<file path="config.mk">
export PLATFORM = sky130hd
export DESIGN_NAME = mem_instr_sequencer
export DESIGN_NICKNAME = d
export VERILOG_FILES = /design/src/rtl/mem_instr_sequencer.sv
export SDC_FILE = /design/constraint.sdc
export NUM_CORES = 1
export LEC_CHECK = 0
export ABC_AREA = 1
export CELL_PAD_IN_SITES_DETAIL_PLACEMENT = 1
export CELL_PAD_IN_SITES_GLOBAL_PLACEMENT = 2
export CORE_AREA = 2 2 128 130
export CTS_CLUSTER_DIAMETER = 80
export DETAILED_ROUTE_END_ITERATION = 7
export DIE_AREA = 0 0 130 132
export PLACE_DENSITY = 0.81
export SYNTH_ARGS = -nofsm -noshare
export SYNTH_HDL_FRONTEND = slang
export SYNTH_SLANG_ARGS = --single-unit
</file>
<file path="constraint.sdc">
create_clock -name CLK -period 3.4 [get_ports CLK]
set_input_delay 0.68 -clock CLK [delete_from_list [all_inputs] [get_ports CLK]]
set_output_delay 0.68 -clock CLK [all_outputs]
set_load 0.01 [all_outputs]
</file>
<file path="src/rtl/mem_instr_sequencer.sv">
// -----------------------------------------------------------------------------
// mem_instr_sequencer
//
// Fetch-and-issue controller for the memory-interface instruction ROM. It
// drives the ROM address/enable pins and decodes each word from the ROM
// (read, shift, wfi, loop). Read and shift words go to the memory datapath
// under a valid/ready handshake. A wfi word blocks until the compute array
// pulses COMPUTE_DONE. The program is replayed NUM_ITER times, then DONE
// pulses for one cycle.
//
// Optional feature (compile-time macro MEM_SEQ_STALL_CNT_EN):
//   adds output STALL_COUNT[31:0], a saturating count of stall cycles.
//   A stall cycle is an offered word that is not accepted, or a cycle spent
//   waiting on a wfi. The count clears on an accepted START.
//
// Ports:
//   CLK, RESET       clock; synchronous active-high reset
//   START, NUM_ITER  begin program from IDLE; iteration count (0 acts as 1)
//   ROM_ADDRESS/ROM_ENABLE/ROM_DATA
//                    ROM interface; the ROM output is registered and only
//                    updates on cycles where ROM_ENABLE is high
//   INSTR_OUT, INSTR_VALID, INSTR_READY, IS_READ, IS_SHIFT, SHIFT_AMT
//                    datapath issue interface
//   COMPUTE_DONE     completion pulse from the compute array
//   PC, ITER_COUNT   address of the current ROM word; completed iterations
//   BUSY, DONE, ILLEGAL
//                    status; ILLEGAL is sticky until START or RESET
// -----------------------------------------------------------------------------
module mem_instr_sequencer #(
  parameter int DATA_WIDTH = 56,
  parameter int ADDR_WIDTH = 6,
  parameter int ITER_WIDTH = 16
) (
  input  logic                  CLK,
  input  logic                  RESET,
  input  logic                  START,
  input  logic [ITER_WIDTH-1:0] NUM_ITER,
  output logic [ADDR_WIDTH-1:0] ROM_ADDRESS,
  output logic                  ROM_ENABLE,
  input  logic [DATA_WIDTH-1:0] ROM_DATA,
  output logic [DATA_WIDTH-1:0] INSTR_OUT,
  output logic                  INSTR_VALID,
  input  logic                  INSTR_READY,
  output logic                  IS_READ,
  output logic                  IS_SHIFT,
  output logic [3:0]            SHIFT_AMT,
  input  logic                  COMPUTE_DONE,
  output logic [ADDR_WIDTH-1:0] PC,
  output logic [ITER_WIDTH-1:0] ITER_COUNT,
  output logic                  BUSY,
  output logic                  DONE,
  output logic                  ILLEGAL
`ifdef MEM_SEQ_STALL_CNT_EN
  ,
  output logic [31:0]           STALL_COUNT
`endif
);

  typedef enum logic [1:0] {
    ST_IDLE,
    ST_PRIME,
    ST_ISSUE,
    ST_WAIT_WFI
  } state_t;

  typedef enum logic [2:0] {
    OP_READ,
    OP_SHIFT,
    OP_WFI,
    OP_LOOP,
    OP_ILLEGAL
  } op_t;

  state_t                state_q, state_d;
  logic [ADDR_WIDTH-1:0] pc_q, pc_d;
  logic [ITER_WIDTH-1:0] iter_q, iter_d;
  logic [ITER_WIDTH-1:0] num_iter_q, num_iter_d;
  logic                  pending_q, pending_d;
  logic                  illegal_q, illegal_d;
  logic                  done_q, done_d;
`ifdef MEM_SEQ_STALL_CNT_EN
  logic [31:0]           stall_q, stall_d;
`endif

  op_t                   op;
  logic                  in_issue;
  logic                  start_ok;
  logic                  offer;
  logic                  accept;
  logic                  wfi_go;
  logic                  wait_go;
  logic                  skip;
  logic                  advance;
  logic                  is_loop;
  logic                  last_iter;
  logic                  restart;
  logic                  finish;
  logic [ITER_WIDTH-1:0] iter_inc;
  logic [ITER_WIDTH-1:0] eff_num;

  // Opcode decode of the word currently at the ROM output.
  // NOTE: every variable assigned in an always_comb gets a default first so no
  // path leaves it unassigned; an unassigned path would infer a latch.
  always_comb begin
    op = OP_ILLEGAL;
    if (ROM_DATA[7:0] == 8'h01)
      op = OP_READ;
    else if (ROM_DATA[7:4] == 4'b0101)
      op = OP_SHIFT;
    else if (ROM_DATA[7:0] == 8'h60)
      op = OP_WFI;
    else if (ROM_DATA[7:0] == 8'h70)
      op = OP_LOOP;
  end

  assign in_issue  = (state_q == ST_ISSUE);
  assign start_ok  = (state_q == ST_IDLE) && START;
  assign offer     = in_issue && ((op == OP_READ) || (op == OP_SHIFT));
  assign accept    = offer && INSTR_READY;
  // A wfi completes immediately if a completion pulse is already banked or
  // arrives in this very cycle.
  assign wfi_go    = in_issue && (op == OP_WFI) && (pending_q || COMPUTE_DONE);
  assign wait_go   = (state_q == ST_WAIT_WFI) && COMPUTE_DONE;
  assign skip      = in_issue && (op == OP_ILLEGAL);
  assign advance   = accept || wfi_go || wait_go || skip;

  // A programmed count of zero runs the program once.
  assign eff_num   = (num_iter_q == '0) ? {{(ITER_WIDTH-1){1'b0}}, 1'b1} : num_iter_q;
  assign iter_inc  = iter_q + 1'b1;
  assign is_loop   = in_issue && (op == OP_LOOP);
  assign last_iter = (iter_inc >= eff_num);
  assign restart   = is_loop && !last_iter;
  assign finish    = is_loop && last_iter;

  // State register.
  // The reset here is synchronous so it matches the rest of this codebase.
  // NOTE: sequential state uses non-blocking assignments so every register
  // samples the pre-edge values, independent of statement order.
  always_ff @(posedge CLK) begin
    if (RESET) begin
      state_q    <= ST_IDLE;
      pc_q       <= '0;
      iter_q     <= '0;
      num_iter_q <= '0;
      pending_q  <= 1'b0;
      illegal_q  <= 1'b0;
      done_q     <= 1'b0;
`ifdef MEM_SEQ_STALL_CNT_EN
      stall_q    <= '0;
`endif
    end else begin
      state_q    <= state_d;
      pc_q       <= pc_d;
      iter_q     <= iter_d;
      num_iter_q <= num_iter_d;
      pending_q  <= pending_d;
      illegal_q  <= illegal_d;
      done_q     <= done_d;
`ifdef MEM_SEQ_STALL_CNT_EN
      stall_q    <= stall_d;
`endif
    end
  end

  // Next-state logic.
  always_comb begin
    state_d    = state_q;
    pc_d       = pc_q;
    iter_d     = iter_q;
    num_iter_d = num_iter_q;
    pending_d  = pending_q;
    illegal_d  = illegal_q;
    done_d     = finish;

    unique case (state_q)
      ST_IDLE: begin
        if (START) begin
          state_d    = ST_PRIME;
          iter_d     = '0;
          num_iter_d = NUM_ITER;
          illegal_d  = 1'b0;
        end
      end
      ST_PRIME: begin
        // Word 0 was fetched on the START edge and is now at the ROM output.
        pc_d    = '0;
        state_d = ST_ISSUE;
      end
      ST_ISSUE: begin
        if (finish)
          state_d = ST_IDLE;
        else if ((op == OP_WFI) && !wfi_go)
          state_d = ST_WAIT_WFI;
      end
      ST_WAIT_WFI: begin
        if (COMPUTE_DONE)
          state_d = ST_ISSUE;
      end
      default: state_d = ST_IDLE;
    endcase

    if (advance)
      pc_d = pc_q + 1'b1;  // wraps naturally at 2^ADDR_WIDTH
    else if (restart)
      pc_d = '0;

    if (is_loop)
      iter_d = iter_inc;

    if (skip)
      illegal_d = 1'b1;

    // One-bit completion bank. When a wfi is consumed the bank is spent, but
    // a pulse landing in that cycle while the bank was full is kept.
    if (start_ok)
      pending_d = 1'b0;
    else if (state_q != ST_IDLE) begin
      if (wfi_go || wait_go)
        pending_d = pending_q && COMPUTE_DONE;
      else
        pending_d = pending_q || COMPUTE_DONE;
    end

`ifdef MEM_SEQ_STALL_CNT_EN
    stall_d = stall_q;
    if (start_ok)
      stall_d = '0;
    else if (((offer && !INSTR_READY) || (state_q == ST_WAIT_WFI)) && (stall_q != '1))
      stall_d = stall_q + 1'b1;
`endif
  end

  // Output logic. The ROM is addressed one word ahead of PC and only enabled
  // when the sequence moves on, so a stalled word stays put at the ROM output.
  always_comb begin
    ROM_ADDRESS = pc_q + 1'b1;
    ROM_ENABLE  = 1'b0;
    if (start_ok || restart) begin
      ROM_ADDRESS = '0;
      ROM_ENABLE  = 1'b1;
    end else if (advance) begin
      ROM_ENABLE  = 1'b1;
    end

    INSTR_VALID = offer;
    IS_READ     = offer && (op == OP_READ);
    IS_SHIFT    = offer && (op == OP_SHIFT);
    SHIFT_AMT   = (offer && (op == OP_SHIFT)) ? ROM_DATA[3:0] : 4'd0;
  end

  assign INSTR_OUT  = ROM_DATA;
  assign PC         = pc_q;
  assign ITER_COUNT = iter_q;
  assign BUSY       = (state_q != ST_IDLE);
  assign DONE       = done_q;
  assign ILLEGAL    = illegal_q;
`ifdef MEM_SEQ_STALL_CNT_EN
  assign STALL_COUNT = stall_q;
`endif

endmodule

</file>
After elaboration in Yosys (flattened, before gate mapping):

Index checks and enable logic that the tools add are counted.

* flip-flop bits (word level): 43
* memory bits (read-only): 0
* latch bits: 0
* memories: 0
* bits in writable memories: 0
* output and inout bits: 95
* logic and storage cells: 85

* order comparisons: 1
* shifts and indexed selects: 0
* equal/unequal tests: 14
* muxes and demuxes: 24
* divide/modulo/power cells: 0
* $add $sub $neg: 2
* reductions and logical operators: 37
* multipliers: 0
* bitwise logic cells: 0

Operator list (number)
* $mux 16: 4
* $mux 6: 4
* $add 16x1->16 const B: 1
* $eq 8x7->1 const B: 2
* $ge 16x16->1: 1
* $logic_not 16->1: 1
* $logic_and 1x1->1: 14
* $mux 3: 4
* $reduce_bool 2->1: 5
* $eq 8x1->1 const B: 1
* $mux 2: 4
* $pmux 2 s4: 1
* $logic_or 1x1->1: 7
* $add 6x1->6 const B: 1
* $eq 3x2->1 const B: 2
* $mux 1: 6
* $reduce_and 2->1: 3
* $eq 2x2->1 const B: 2
* $eq 4x3->1 const B: 1
* $mux 4: 1
* $ne 2x2->1 const B: 2
* $eq 3x1->1 const B: 1
* $eq 3x3->1 const B: 1
* $logic_not 3->1: 1
* other kinds (7): 8

Longest topological paths before layout:

* depth in word-level cells: 14
* mapped depth: 20

Worst setup path before layout:

OpenSTA, ideal clock, no wires.

* kind: register to output
* start: register iter_q[0] (netlist: ITER_COUNT[0])
* end: output ROM_ENABLE
* cell stages (with the launch flop): 18
* slack: 0.262 ns
* data arrival time: 2.458 ns
* cells stage by stage: dfxtp_1 ha_1 nand2_2 nor2_4 nand3_4 inv_2 nand3_4 nor2_4 nand2_1 nand2_1 nand2_1 ha_1 nand2_1 o21ai_0 a21oi_1 nand3_2 nand2_2 or2_1

* cells in the longest elaborated chain, start to end: 6

RTL lines
* start, declared: RTL line 76 `logic [ITER_WIDTH-1:0] iter_q, iter_d;`
* start signal, assigned: RTL line 154 `iter_q <= iter_d;`
* $add 16x1->16: RTL line 129 `assign iter_inc = iter_q + 1'b1;`
* $ge 16x16->1: RTL line 131 `assign last_iter = (iter_inc >= eff_num);`
* $logic_not 1->1: RTL line 132 `assign restart = is_loop && !last_iter;`
* $logic_and 1x1->1: RTL line 132
* $logic_or 1x1->1: RTL line 238 `if (start_ok || restart) begin`
* $mux 1: RTL line 238
* end, declared: RTL line 39 `output logic ROM_ENABLE,`

Every way passes these cells.

Worst setup path after layout:

* start: register iter_q[1] (netlist: ITER_COUNT[1])
* end: output ROM_ENABLE

Same word-level chain as after synthesis.

==> impl_metrics.py <==
metrics = {
    "outcome": {
        "status": "finished with violations",
        "violations": "negative setup slack",
    },
    "final_layout": {
        "fin_cells": 714,
        "drive_gt1_frac": 0.2711,
        "diodes": 0,
        "utilization": 0.2849,
        "syn_to_final_growth_pct": 44.10,
        "fin_nets": 592,
    },
    "yosys": {
        "synth_area_leaders": "dfxtp_1 28%, buf_4 14%, nand2_1 9.1%",
        "ys_types": 34,
        "synth_edf_count": 0,
        "synth_top_cell_by_area": "dfxtp_1",
        "netlist_area_um2": 3107,
        "yosysMostFrequentCell": "nand2_1",
        "yosys_warnings": 0,
        "syn_area_per_cell_um2": 7.142,
        "postSynthCellCount": 435,
        "netlist_top_cells_count": "75 x nand2_1, 57 x buf_4, 50 x inv_1",
        "yosys.area.top_type_share": 0.2771,
        "ys_ff_latch": 43,
        "synth_nets": 530,
        "async_reset_ff_frac": 0,
        "synthFlopType": "dfxtp_1",
        "yosysSeqAreaShare": 0.2771,
    },
    "die": {
        "die_y_um": 132,
        "fp-row-count": 46,
        "floorplan.die_area_um2": 17160,
        "die_w_um": 130,
        "initial_core_util": 0.1977,
        "design.core.area_um2": 15710,
        "io_pins": 172,
    },
    "sta": {
        "period_minus_slack_ns": 3.491,
        "max_freq_mhz": 286.4,
        "worst_pin_slew_ns": 0.5421,
        "worst_slack_ns": -0.09112,
        "slew_headroom": 0.6382,
        "setup_viol": 5,
        "slew_violations": 0,
        "hold_viol_final": 0,
        "post-route-period-util": 1.027,
        "hold-worst-slack_ns": 0.4842,
        "fin_skew_ns": 0.006727,
        "grt_setup_unrepaired": "true",
    },
    "grt": {
        "grt_usage": 0.1145,
        "grt_max_degree": 35,
        "grt_pass1_wl_mm": 15.84,
        "overflow": 0,
        "grt_pass1_vias": 3208,
        "antenna_found_initial": 0,
    },
    "clocking": {
        "clockBufferDepth": 2,
        "cts_htree_levels": 2,
        "clock-sinks": 43,
        "cts_buffers": 5,
        "cts_tree": "done",
        "cts_root_buffer": "clkbuf_16",
        "holdBufCountCts": 0,
        "clkTransAtPathRegs_ns": 0.07,
        "insertion_delay_ns": 0.29,
    },
    "worst_setup_path": {
        "worstPathMaxFanout": 6,
        "crit_family": "simple AND/OR/NAND/NOR gates",
        "cp.arrival_ns": 2.81,
        "cp-start-kind": "flop",
        "crit_path_max_incr_delay_ns": 0.38,
        "reg2reg_from": "ITER_COUNT[1]",
        "path_class": "reg2out",
        "crit_top_cell": "nand3_4",
        "timing.rr.end": "PC[1]",
        "slowest_stage": "dfxtp_4",
        "crit_chain": "ha_4 -> nand2_4 -> nor2_4 -> nand3_4 -> inv_2 -> nand3_4 -> buf_4 -> xnor2_4 -> ha_1 -> nand4_1 -> nor3_4 -> nand2_2 -> nand3_4 -> nand2_8 -> or2_1 -> buf_2",
        "crit_path_end_kind": "output port",
        "worstRegToRegCells": 19,
        "critPathBufInv": 3,
        "required_ns": 2.72,
        "r2r_slack_ns": 0.63,
    },
    "power": {
        "p_leak_nw": 1.892,
        "power.density_nw_per_um2": 430.2,
        "vdd_drop_max_v": 0.0002083,
    },
    "min_path": {
        "hold_path.class": "reg2reg",
        "min_to": "ILLEGAL",
        "hold_path_depth": 2,
        "hold_start": "ILLEGAL",
    },
    "placement": {
        "globalplace.congestion": 0.7860,
        "dpl.cell_count": 692,
        "pre_cts_ws_ns": -0.2899,
        "port_buffers": 75,
        "place_hpwl_mm": 7.281,
    },
    "routing": {
        "drt_iter0_drc": 109,
        "wirelength_mm": 9.957,
        "detail_route.wl_per_cell_um": 13.95,
        "first_pass_iters": 4,
        "drc": 0,
        "postRouteAntennaNets": 0,
        "num_vias": 2938,
        "via_per_inst": 4.115,
    },
    "flow_run": {
        "drv_cap": 0,
    },
}
==> registers in the layout (all words and copies together) (netlist names) <==
name	cells
state_q	2
ITER_COUNT	16
ILLEGAL	1
PC	6
DONE	1
pending_q	1
num_iter_q	16
==> per-layer routing <==
metal / routed length [µm] / track usage / share of wire / vias up
li1: - / - / - / 1455
met1: 4083 / 0.1310 / 0.41 / 1388
met2: 4976 / 0.2022 / 0.50 / 72
met3: 673 / 0.02881 / 0.068 / 23
met4: 223 / 0.04361 / 0.022 / 0
met5: 0 / 0 / 0 / -
==> how the worst max path moves through the flow <==
stage | depth (start not counted) | to | startpoint | slack, ns
floorplan | 17 | ROM_ENABLE | ITER_COUNT[0] | 0.26
global placement | 19 | ROM_ADDRESS[1] | ITER_COUNT[1] | -0.16
detailed placement | 17 | ROM_ADDRESS[2] | ITER_COUNT[1] | -0.29
CTS | 16 | ROM_ENABLE | ITER_COUNT[0] | -0.06
global route | 17 | ROM_ADDRESS[3] | ITER_COUNT[0] | -0.28
finish | 16 | ROM_ENABLE | ITER_COUNT[1] | -0.09
==> cells in the final DEF (no fill, tap or decap), types with 2 or more instances in the layout <==
| cell | instances |
|---|---|
| dlymetal6s2s_1 | 4 |
| nor3_1 | 2 |
| clkbuf_16 | 5 |
| nor2_4 | 11 |
| buf_6 | 7 |
| xor2_1 | 8 |
| nand3_1 | 19 |
| nand3_4 | 5 |
| a21oi_2 | 6 |
| nor2_2 | 5 |
| a21oi_1 | 43 |
| buf_4 | 41 |
| inv_1 | 50 |
| o21ai_0 | 19 |
| inv_2 | 9 |
| dfxtp_1 | 39 |
| ha_1 | 11 |
| nor2_1 | 20 |
| dfxtp_2 | 2 |
| nand2_2 | 8 |
| dfxtp_4 | 2 |
| nand4_1 | 6 |
| ha_4 | 7 |
| buf_2 | 4 |
| xor2_2 | 3 |
| nor4_1 | 2 |
| nand3_2 | 4 |
| clkinv_2 | 2 |
| xnor2_4 | 2 |
| nand2_4 | 2 |
| nand2_1 | 69 |
| clkdlybuf4s50_1 | 64 |
==> report_power, final <==
part           leakage (nW)  switching, W  total (W)  internal [W]
Sequential            0.353     0.0000498   0.000622      0.000572
Clock                0.0838      0.000219   0.000567      0.000347
Combinational          1.46      0.000438   0.000737      0.000299
==> cell type report <==
cell class              instances  area (µm²)
clock buffers                   5       125.1
clock inverters                 3       43.79
fillers                      1885       11240
inverters                      60       226.5
multi-input cells             267        1843
flip-flops and latches         43       870.8
well taps                     216       270.3
repair buffers                120        1097
==> worst register-to-register path, cell delays in order, from the launching register on <==
cell     delay (ns)
dfxtp_4        0.38
nand3_4        0.08
nor2_4         0.11
nand2_2        0.07
inv_2          0.07
nand3_4        0.12
nor2_4         0.19
nand3_2        0.09
nand2_2        0.08
and2_4         0.16
ha_4           0.21
nand2_2        0.12
nor2_1         0.07
a21oi_2        0.22
nand3_4        0.13
buf_4          0.15
buf_4          0.12
buf_4          0.14
nand3_1        0.08
a21oi_1        0.06
==> metrics by stage <==
step | cell area (µm²) | TNS (ns) | power, W
global placement | 3895 | -0.8231 | 0.001256
floorplan | 3107 | 0 | 0.001076
CTS | 4220 | -0.2420 | 0.001865
detailed placement | 3895 | -1.650 | 0.001277
finish | 4477 | -0.3630 | 0.001926
global route | 4477 | -1.552 | 0.002057
==> kinds of logic after synthesis <==
kind of cell	count (synthesis)	synth area share
flip-flops	43	0.2771
AO/OA/AOI/OAI	72	0.1216
AND/OR/NAND/NOR	162	0.2594
XOR/XNOR	15	0.04712
buffers and inverters	125	0.2223
adder cells (fa/ha/maj)	18	0.07249
==> what timing repair did <==
action	CTS	global route
pin swaps	20	20
gates resized for setup	54	44
setup buffers	7	7
setup endpoints to repair	7	11
cloned	0	0
(Power assumes the default switching activity.)
